**config.mk**
```make
export PLATFORM = sky130hd
export DESIGN_NAME = fsm_control_seq_flat
export DESIGN_NICKNAME = d
export VERILOG_FILES = /design/src/rtl/fsm_control_seq_if.sv /design/src/rtl/fsm_control_seq.sv /design/src/flat_wrapper.sv
export SDC_FILE = /design/constraint.sdc
export NUM_CORES = 1
export LEC_CHECK = 0
export CAP_MARGIN = 20
export CORE_MARGIN = 10
export CORE_UTILIZATION = 49
export DETAILED_ROUTE_END_ITERATION = 6
export PLACE_DENSITY = 0.84
export SYNTH_ARGS = -nofsm -noshare
export SYNTH_HDL_FRONTEND = slang
export SYNTH_SLANG_ARGS = --single-unit
```
**constraint.sdc**
```tcl
create_clock -name clk -period 3.75 [get_ports clk]
set_input_delay 0.375 -clock clk [delete_from_list [all_inputs] [get_ports clk]]
set_output_delay 0.375 -clock clk [all_outputs]
set_load 0.005 [all_outputs]
```
**src/rtl/fsm_control_seq_if.sv**
```systemverilog
// Instruction handshake and datapath-control bundle for fsm_control_seq.
// The master side issues instructions; the slave side (the sequencer)
// returns register numbers, datapath strobes and status.
interface fsm_control_seq_if #(
    parameter int REG_W = 4,
    parameter int OP_W  = 4
);
    logic                    w;
    logic [OP_W+2*REG_W-1:0] instruction_F;
    logic [REG_W-1:0]        reg_x_num;
    logic [REG_W-1:0]        reg_y_num;
    logic                    R_in;
    logic                    Rx_out;
    logic                    Ry_out;
    logic                    A_in;
    logic                    G_in;
    logic                    G_out;
    logic                    Extern;
    logic [1:0]              AddXor;
    logic                    busy;
    logic                    done;
    logic                    illegal;

    modport master (
        output w, instruction_F,
        input  reg_x_num, reg_y_num, R_in, Rx_out, Ry_out, A_in, G_in,
               G_out, Extern, AddXor, busy, done, illegal
    );

    modport slave (
        input  w, instruction_F,
        output reg_x_num, reg_y_num, R_in, Rx_out, Ry_out, A_in, G_in,
               G_out, Extern, AddXor, busy, done, illegal
    );
endinterface

```
**src/rtl/fsm_control_seq.sv**
```systemverilog
// Control sequencer for the simple CPU datapath. Latches {opcode, X, Y}
// on a w handshake and steps IDLE -> T1 [-> T2 -> T3], producing Moore
// strobes decoded from the state and the latched opcode. A new instruction
// may be accepted in the done cycle, so w held high issues back-to-back.
module fsm_control_seq #(
    parameter int REG_W = 4,
    parameter int OP_W  = 4
) (
    input  logic                  clk,
    input  logic                  rst,
    fsm_control_seq_if.slave      bus
);

    typedef enum logic [1:0] {IDLE, T1, T2, T3} state_t;

    typedef enum logic [2:0] {
        OP_NOP  = 3'd0,
        OP_LOAD = 3'd1,
        OP_MOVE = 3'd2,
        OP_ADD  = 3'd3,
        OP_XOR  = 3'd4,
        OP_SUB  = 3'd5,
        OP_AND  = 3'd6,
        OP_ILL  = 3'd7
    } opcode_t;

    localparam int INSTR_W = OP_W + 2*REG_W;

    state_t          state;
    state_t          state_next;
    logic [OP_W-1:0] op_q;
    opcode_t         op_lo;
    logic            op_legal;
    logic            is_alu;
    logic            accept;

    // Decoded controls, gathered locally and then driven onto the bundle.
    logic       r_in_c, rx_out_c, ry_out_c, a_in_c, g_in_c, g_out_c, extern_c;
    logic [1:0] add_xor_c;
    logic       done_c, illegal_c;

    // Only opcodes 0..6 with all upper opcode bits clear are defined.
    assign op_lo    = opcode_t'(op_q[2:0]);
    assign op_legal = ((op_q >> 3) == '0) && (op_lo != OP_ILL);
    assign is_alu   = op_legal && (op_lo == OP_ADD || op_lo == OP_XOR ||
                                   op_lo == OP_SUB || op_lo == OP_AND);

    // State register and instruction latch; fields load only on acceptance.
    // NOTE: sequential state uses non-blocking assignments so every register
    // samples the pre-edge values of its neighbours.
    always_ff @(posedge clk or negedge rst) begin
        if (!rst) begin
            state         <= IDLE;
            op_q          <= '0;
            bus.reg_x_num <= '0;
            bus.reg_y_num <= '0;
        end else begin
            state <= state_next;
            if (accept) begin
                op_q          <= bus.instruction_F[INSTR_W-1 -: OP_W];
                bus.reg_x_num <= bus.instruction_F[2*REG_W-1 -: REG_W];
                bus.reg_y_num <= bus.instruction_F[REG_W-1:0];
            end
        end
    end

    // Moore output decode plus next-state; acceptance wins over return to IDLE.
    // NOTE: every variable gets a default before the case so no latch is inferred.
    always_comb begin
        r_in_c     = 1'b0;
        rx_out_c   = 1'b0;
        ry_out_c   = 1'b0;
        a_in_c     = 1'b0;
        g_in_c     = 1'b0;
        g_out_c    = 1'b0;
        extern_c   = 1'b0;
        add_xor_c  = 2'b00;
        done_c     = 1'b0;
        illegal_c  = 1'b0;
        state_next = state;

        unique case (state)
            IDLE: ;
            T1: begin
                if (!op_legal) begin
                    done_c    = 1'b1;
                    illegal_c = 1'b1;
                end else if (is_alu) begin
                    rx_out_c = 1'b1;
                    a_in_c   = 1'b1;
                end else begin
                    done_c = 1'b1;
                    case (op_lo)
                        OP_LOAD: begin
                            extern_c = 1'b1;
                            r_in_c   = 1'b1;
                        end
                        OP_MOVE: begin
                            ry_out_c = 1'b1;
                            r_in_c   = 1'b1;
                        end
                        default: ;
                    endcase
                end
            end
            T2: begin
                ry_out_c = 1'b1;
                g_in_c   = 1'b1;
                case (op_lo)
                    OP_XOR:  add_xor_c = 2'b01;
                    OP_SUB:  add_xor_c = 2'b10;
                    OP_AND:  add_xor_c = 2'b11;
                    default: add_xor_c = 2'b00;
                endcase
            end
            T3: begin
                g_out_c = 1'b1;
                r_in_c  = 1'b1;
                done_c  = 1'b1;
            end
            default: ;
        endcase

        accept = bus.w && (state == IDLE || done_c);

        if (accept) begin
            state_next = T1;
        end else if (done_c) begin
            state_next = IDLE;
        end else begin
            case (state)
                T1:      state_next = T2;
                T2:      state_next = T3;
                default: state_next = IDLE;
            endcase
        end
    end

    assign bus.R_in    = r_in_c;
    assign bus.Rx_out  = rx_out_c;
    assign bus.Ry_out  = ry_out_c;
    assign bus.A_in    = a_in_c;
    assign bus.G_in    = g_in_c;
    assign bus.G_out   = g_out_c;
    assign bus.Extern  = extern_c;
    assign bus.AddXor  = add_xor_c;
    assign bus.done    = done_c;
    assign bus.illegal = illegal_c;
    assign bus.busy    = (state != IDLE) && !done_c;

endmodule
```
**src/flat_wrapper.sv**
```systemverilog
// flat-port wrapper written by rule: the top's interface ports become plain ports
module fsm_control_seq_flat 
#(
    parameter int REG_W = 4,
    parameter int OP_W  = 4
)
  (clk, rst, bus_w, bus_instruction_F, bus_reg_x_num, bus_reg_y_num, bus_R_in, bus_Rx_out, bus_Ry_out, bus_A_in, bus_G_in, bus_G_out, bus_Extern, bus_AddXor, bus_busy, bus_done, bus_illegal);
  fsm_control_seq_if #(.REG_W(REG_W), .OP_W(OP_W)) bus_i ();
  input  logic clk;
  input  logic rst;
  input wire logic [$bits(bus_i.w)-1:0] bus_w;
  input wire logic [$bits(bus_i.instruction_F)-1:0] bus_instruction_F;
  output wire logic [$bits(bus_i.reg_x_num)-1:0] bus_reg_x_num;
  output wire logic [$bits(bus_i.reg_y_num)-1:0] bus_reg_y_num;
  output wire logic [$bits(bus_i.R_in)-1:0] bus_R_in;
  output wire logic [$bits(bus_i.Rx_out)-1:0] bus_Rx_out;
  output wire logic [$bits(bus_i.Ry_out)-1:0] bus_Ry_out;
  output wire logic [$bits(bus_i.A_in)-1:0] bus_A_in;
  output wire logic [$bits(bus_i.G_in)-1:0] bus_G_in;
  output wire logic [$bits(bus_i.G_out)-1:0] bus_G_out;
  output wire logic [$bits(bus_i.Extern)-1:0] bus_Extern;
  output wire logic [$bits(bus_i.AddXor)-1:0] bus_AddXor;
  output wire logic [$bits(bus_i.busy)-1:0] bus_busy;
  output wire logic [$bits(bus_i.done)-1:0] bus_done;
  output wire logic [$bits(bus_i.illegal)-1:0] bus_illegal;
  assign bus_i.w = bus_w;
  assign bus_i.instruction_F = bus_instruction_F;
  assign bus_reg_x_num = bus_i.reg_x_num;
  assign bus_reg_y_num = bus_i.reg_y_num;
  assign bus_R_in = bus_i.R_in;
  assign bus_Rx_out = bus_i.Rx_out;
  assign bus_Ry_out = bus_i.Ry_out;
  assign bus_A_in = bus_i.A_in;
  assign bus_G_in = bus_i.G_in;
  assign bus_G_out = bus_i.G_out;
  assign bus_Extern = bus_i.Extern;
  assign bus_AddXor = bus_i.AddXor;
  assign bus_busy = bus_i.busy;
  assign bus_done = bus_i.done;
  assign bus_illegal = bus_i.illegal;
  fsm_control_seq #(.REG_W(REG_W), .OP_W(OP_W)) u_core (.clk(clk), .rst(rst), .bus(bus_i));
endmodule
```
==> results.tsv <==
stage	metric	value	unit
cts	CTS sink cnt	14	
die	die area	0.00452	mm^2
critical_path	critical path type	flip-flop to primary output	
final_layout	fillers	190	
timing	Clock Skews	2.83	ps
die	starting density of the core	50.4	%
routing	WL/cell	19.3	um
routing	First-pass DRT Iterations	4	
final_layout	Layout area overhead	29.4	%
routing	final WL	3.12	mm
timing	period utilization	74.7	%
routing	post-DR vias/cell	6.44	
timing	Fin. Hold Viols	0	
yosys	Cell Area, Synth	0.00109	mm^2
place	Post-DP HPWL	2.24	mm
global_routing	initial antenna violation count	0	
die	num rows	17	
timing	worst-margin pin slew	892	ps
global_routing	grt total ovfl	0	
timing	Worst slew margin	40.4	%
pwr	leak pwr	0.571	nW
critical_path	Setup crit end kind	primary output	
critical_path	Worst EP arrival	2430	ps
critical_path	CP startpoint kind	flip-flop	
timing	final setup vio count	0	
run_status	outcome	complete, no violations	
cts	TritonCTS clock tree	done	
die	I/O pin count	35	
timing	Max Transition Viols Final	0	
cts	CTS root buffer	clkbuf_4	
yosys	Avg Cell Area, Syn	9.85	um^2
routing	DRT antenna net count	0	
place	Buffers on Ports	34	
timing	unrepaired setup endpoints after global routing	false	
worst_hold_path	worst min-delay path category	primary input to asynchronous set/reset pin	
timing	setup TNS	0	ps
cts	clock buffer depth	2	
critical_path	Critical R2R Capture	u_core.bus.reg_y_num[1]$_DFFE_PN0P_	
cts	H-tree depth	1	
yosys	#FFs+latches synth	14	
final_layout	# diodes	0	
routing	routed vias	1044	
cts	Reg clk slew, reported paths	80	ps
yosys	Mapped Nets	129	
critical_path	WP data required	3380	ps
routing	# DRC	0	
cts	CTS hold repair buffers	0	
global_routing	largest net degree at the start of global routing	18	
pwr	Peak VDD IR	0.392	mV
final_layout	utilization after layout	65.2	%
routing	DR iter-0 viols	40	
cts	Post-CTS Resized	0	
timing	Min Clock Period, post-route	2800	ps
global_routing	first-pass GRT wire length	5.24	mm
critical_path	CP peak stage delay	580	ps
final_layout	final net count	154	
critical_path	R2R depth	4	
die	core area	0.00217	mm^2
critical_path	crit path cell chain	nand4bb_1 -> o211a_1 -> o21ai_0 -> clkdlybuf4s50_1	
yosys	Ys Warns	0	
yosys	count of cell types in the netlist	34	
critical_path	reg-to-reg setup timing slack	1810	ps
cts	total CTS buffers	3	
global_routing	vias in the first global route	1074	
critical_path	worst-path fanout max	13	
die	Die X	67.2	um
pwr	cell area power density	752	mW/mm^2
timing	fmax	0.357	GHz
yosys	Post-Syn Instances	111	
run	MaxCap Viol Count	0	
critical_path	CP max-delay cell	nand4bb_1	
cts	setup bufs post-CTS	0	
die	Die Y	67.2	um
final_layout	layout cells sized above 1	11.9	%
yosys	EDFF count, synth	0	
yosys	ys flop type	dfrtp_1	
place	GPL Wtd Cong	0.843	
yosys	Async SR Flop Fraction	100	%
cts	Skew-Pair Late Insertion Delay	280	ps
global_routing	GRT Total Usage	14.4	%
critical_path	RR Startpoint	u_core.state[0]$_DFF_PN0_	
yosys	sequential share of the synthesized area	32.0	%
-- worst max-delay path, delay by kind of cell (launching register included) --
family	cells	cell delay (ps)
flip-flops	1	450
AO/OA/AOI/OAI	2	550
buffers and inverters	1	560
AND/OR/NAND/NOR	1	580
-- flip-flops by register name, summed over array words and instances (netlist names) --
register and count:
u_core.bus.reg_x_num 4, u_core.bus.reg_y_num 4, u_core.op_q 4, u_core.state 2
-- layout by cell type, fill, tap and decap left out, drive strengths merged, types with 2 or more instances in the layout --
cell | netlist | final
clkdlybuf4s50 | 0 | 34
dfrtp | 14 | 14
o31ai | 11 | 11
o2111ai | 11 | 11
nand4 | 11 | 11
o211ai | 11 | 11
inv | 5 | 5
nor2b | 4 | 4
nand2b | 3 | 3
nor2 | 3 | 3
ha | 3 | 3
clkbuf | 8 | 3
and3 | 2 | 2
nor3b | 2 | 2
xor2 | 2 | 2
o211a | 2 | 2
-- final cells by class --
type | count | area [um^2] | area share, %
clock buffer | 3 | 22.5 | 1.59
inverter | 5 | 18.8 | 1.33
multi-input combinational | 78 | 648 | 45.8
sequential | 14 | 350 | 24.8
tap | 28 | 35.0 | 2.48
timing repair buffer | 34 | 340 | 24.0
-- power by group --
part           switching, mW  internal [mW]
Clock                 0.0487         0.0373
Sequential            0.0739          0.225
Combinational          0.338          0.341
Total                  0.460          0.604
-- synthesized netlist by cell type (2+ instances only) --
cell        n  area, um^2
nand2b_1    3        18.8
o211ai_2   10         125
nor2_1      3        11.3
o31ai_1    11        82.6
buf_6       2        22.5
clkbuf_1    7        26.3
xor2_1      2        17.5
dfrtp_1    14         350
nor3b_1     2        15.0
nand4_1    11        68.8
and3_1      2        12.5
buf_2       3        15.0
o2111ai_1  11        96.3
nor2b_1     4        25.0
inv_1       5        18.8
ha_1        3        37.5
-- logic make-up after synthesis --
family / share of synthesized area (%)
adder cells (fa/ha/maj): 3.43
buffers and inverters: 8.70
AO/OA/AOI/OAI: 37.1
flip-flops: 32.0
XOR/XNOR: 1.60
AND/OR/NAND/NOR: 17.2
-- metal layers --
metal  track usage [%]  up-vias  wire (um)
li1                  -      496          -
met1              17.9      498       1400
met2              22.6       44       1370
met3              5.45        6        321
met4              4.36        0         38
met5                 0        -          0
-- metrics by stage --
step,hold WS [ps],instance area [um^2],cells,setup slack (ps),total power [mW]
6_report,494,1420,162,947,1.06
5_1_grt,538,1420,162,793,1.15
4_1_cts,509,1420,162,981,1.07
3_5_place_dp,568,1390,159,1300,0.978
3_3_place_gp,554,1390,159,1380,0.956
2_1_floorplan,79.4,1090,111,2050,0.712
-- worst max-delay path by stage --
stage                to                  startpoint  depth (start not counted)  slack, ps
3_3_place_gp   bus_done  u_core.op_q[2]$_DFFE_PN0P_                          4       1380
4_1_cts        bus_done  u_core.op_q[2]$_DFFE_PN0P_                          4        980
5_1_grt        bus_busy  u_core.op_q[2]$_DFFE_PN0P_                          4        790
2_1_floorplan  bus_busy   u_core.state[0]$_DFF_PN0_                          4       2050
6_report       bus_busy  u_core.op_q[2]$_DFFE_PN0P_                          4        950
3_5_place_dp   bus_done  u_core.op_q[2]$_DFFE_PN0P_                          4       1300
Note: power is estimated with default switching activity, not from simulation.
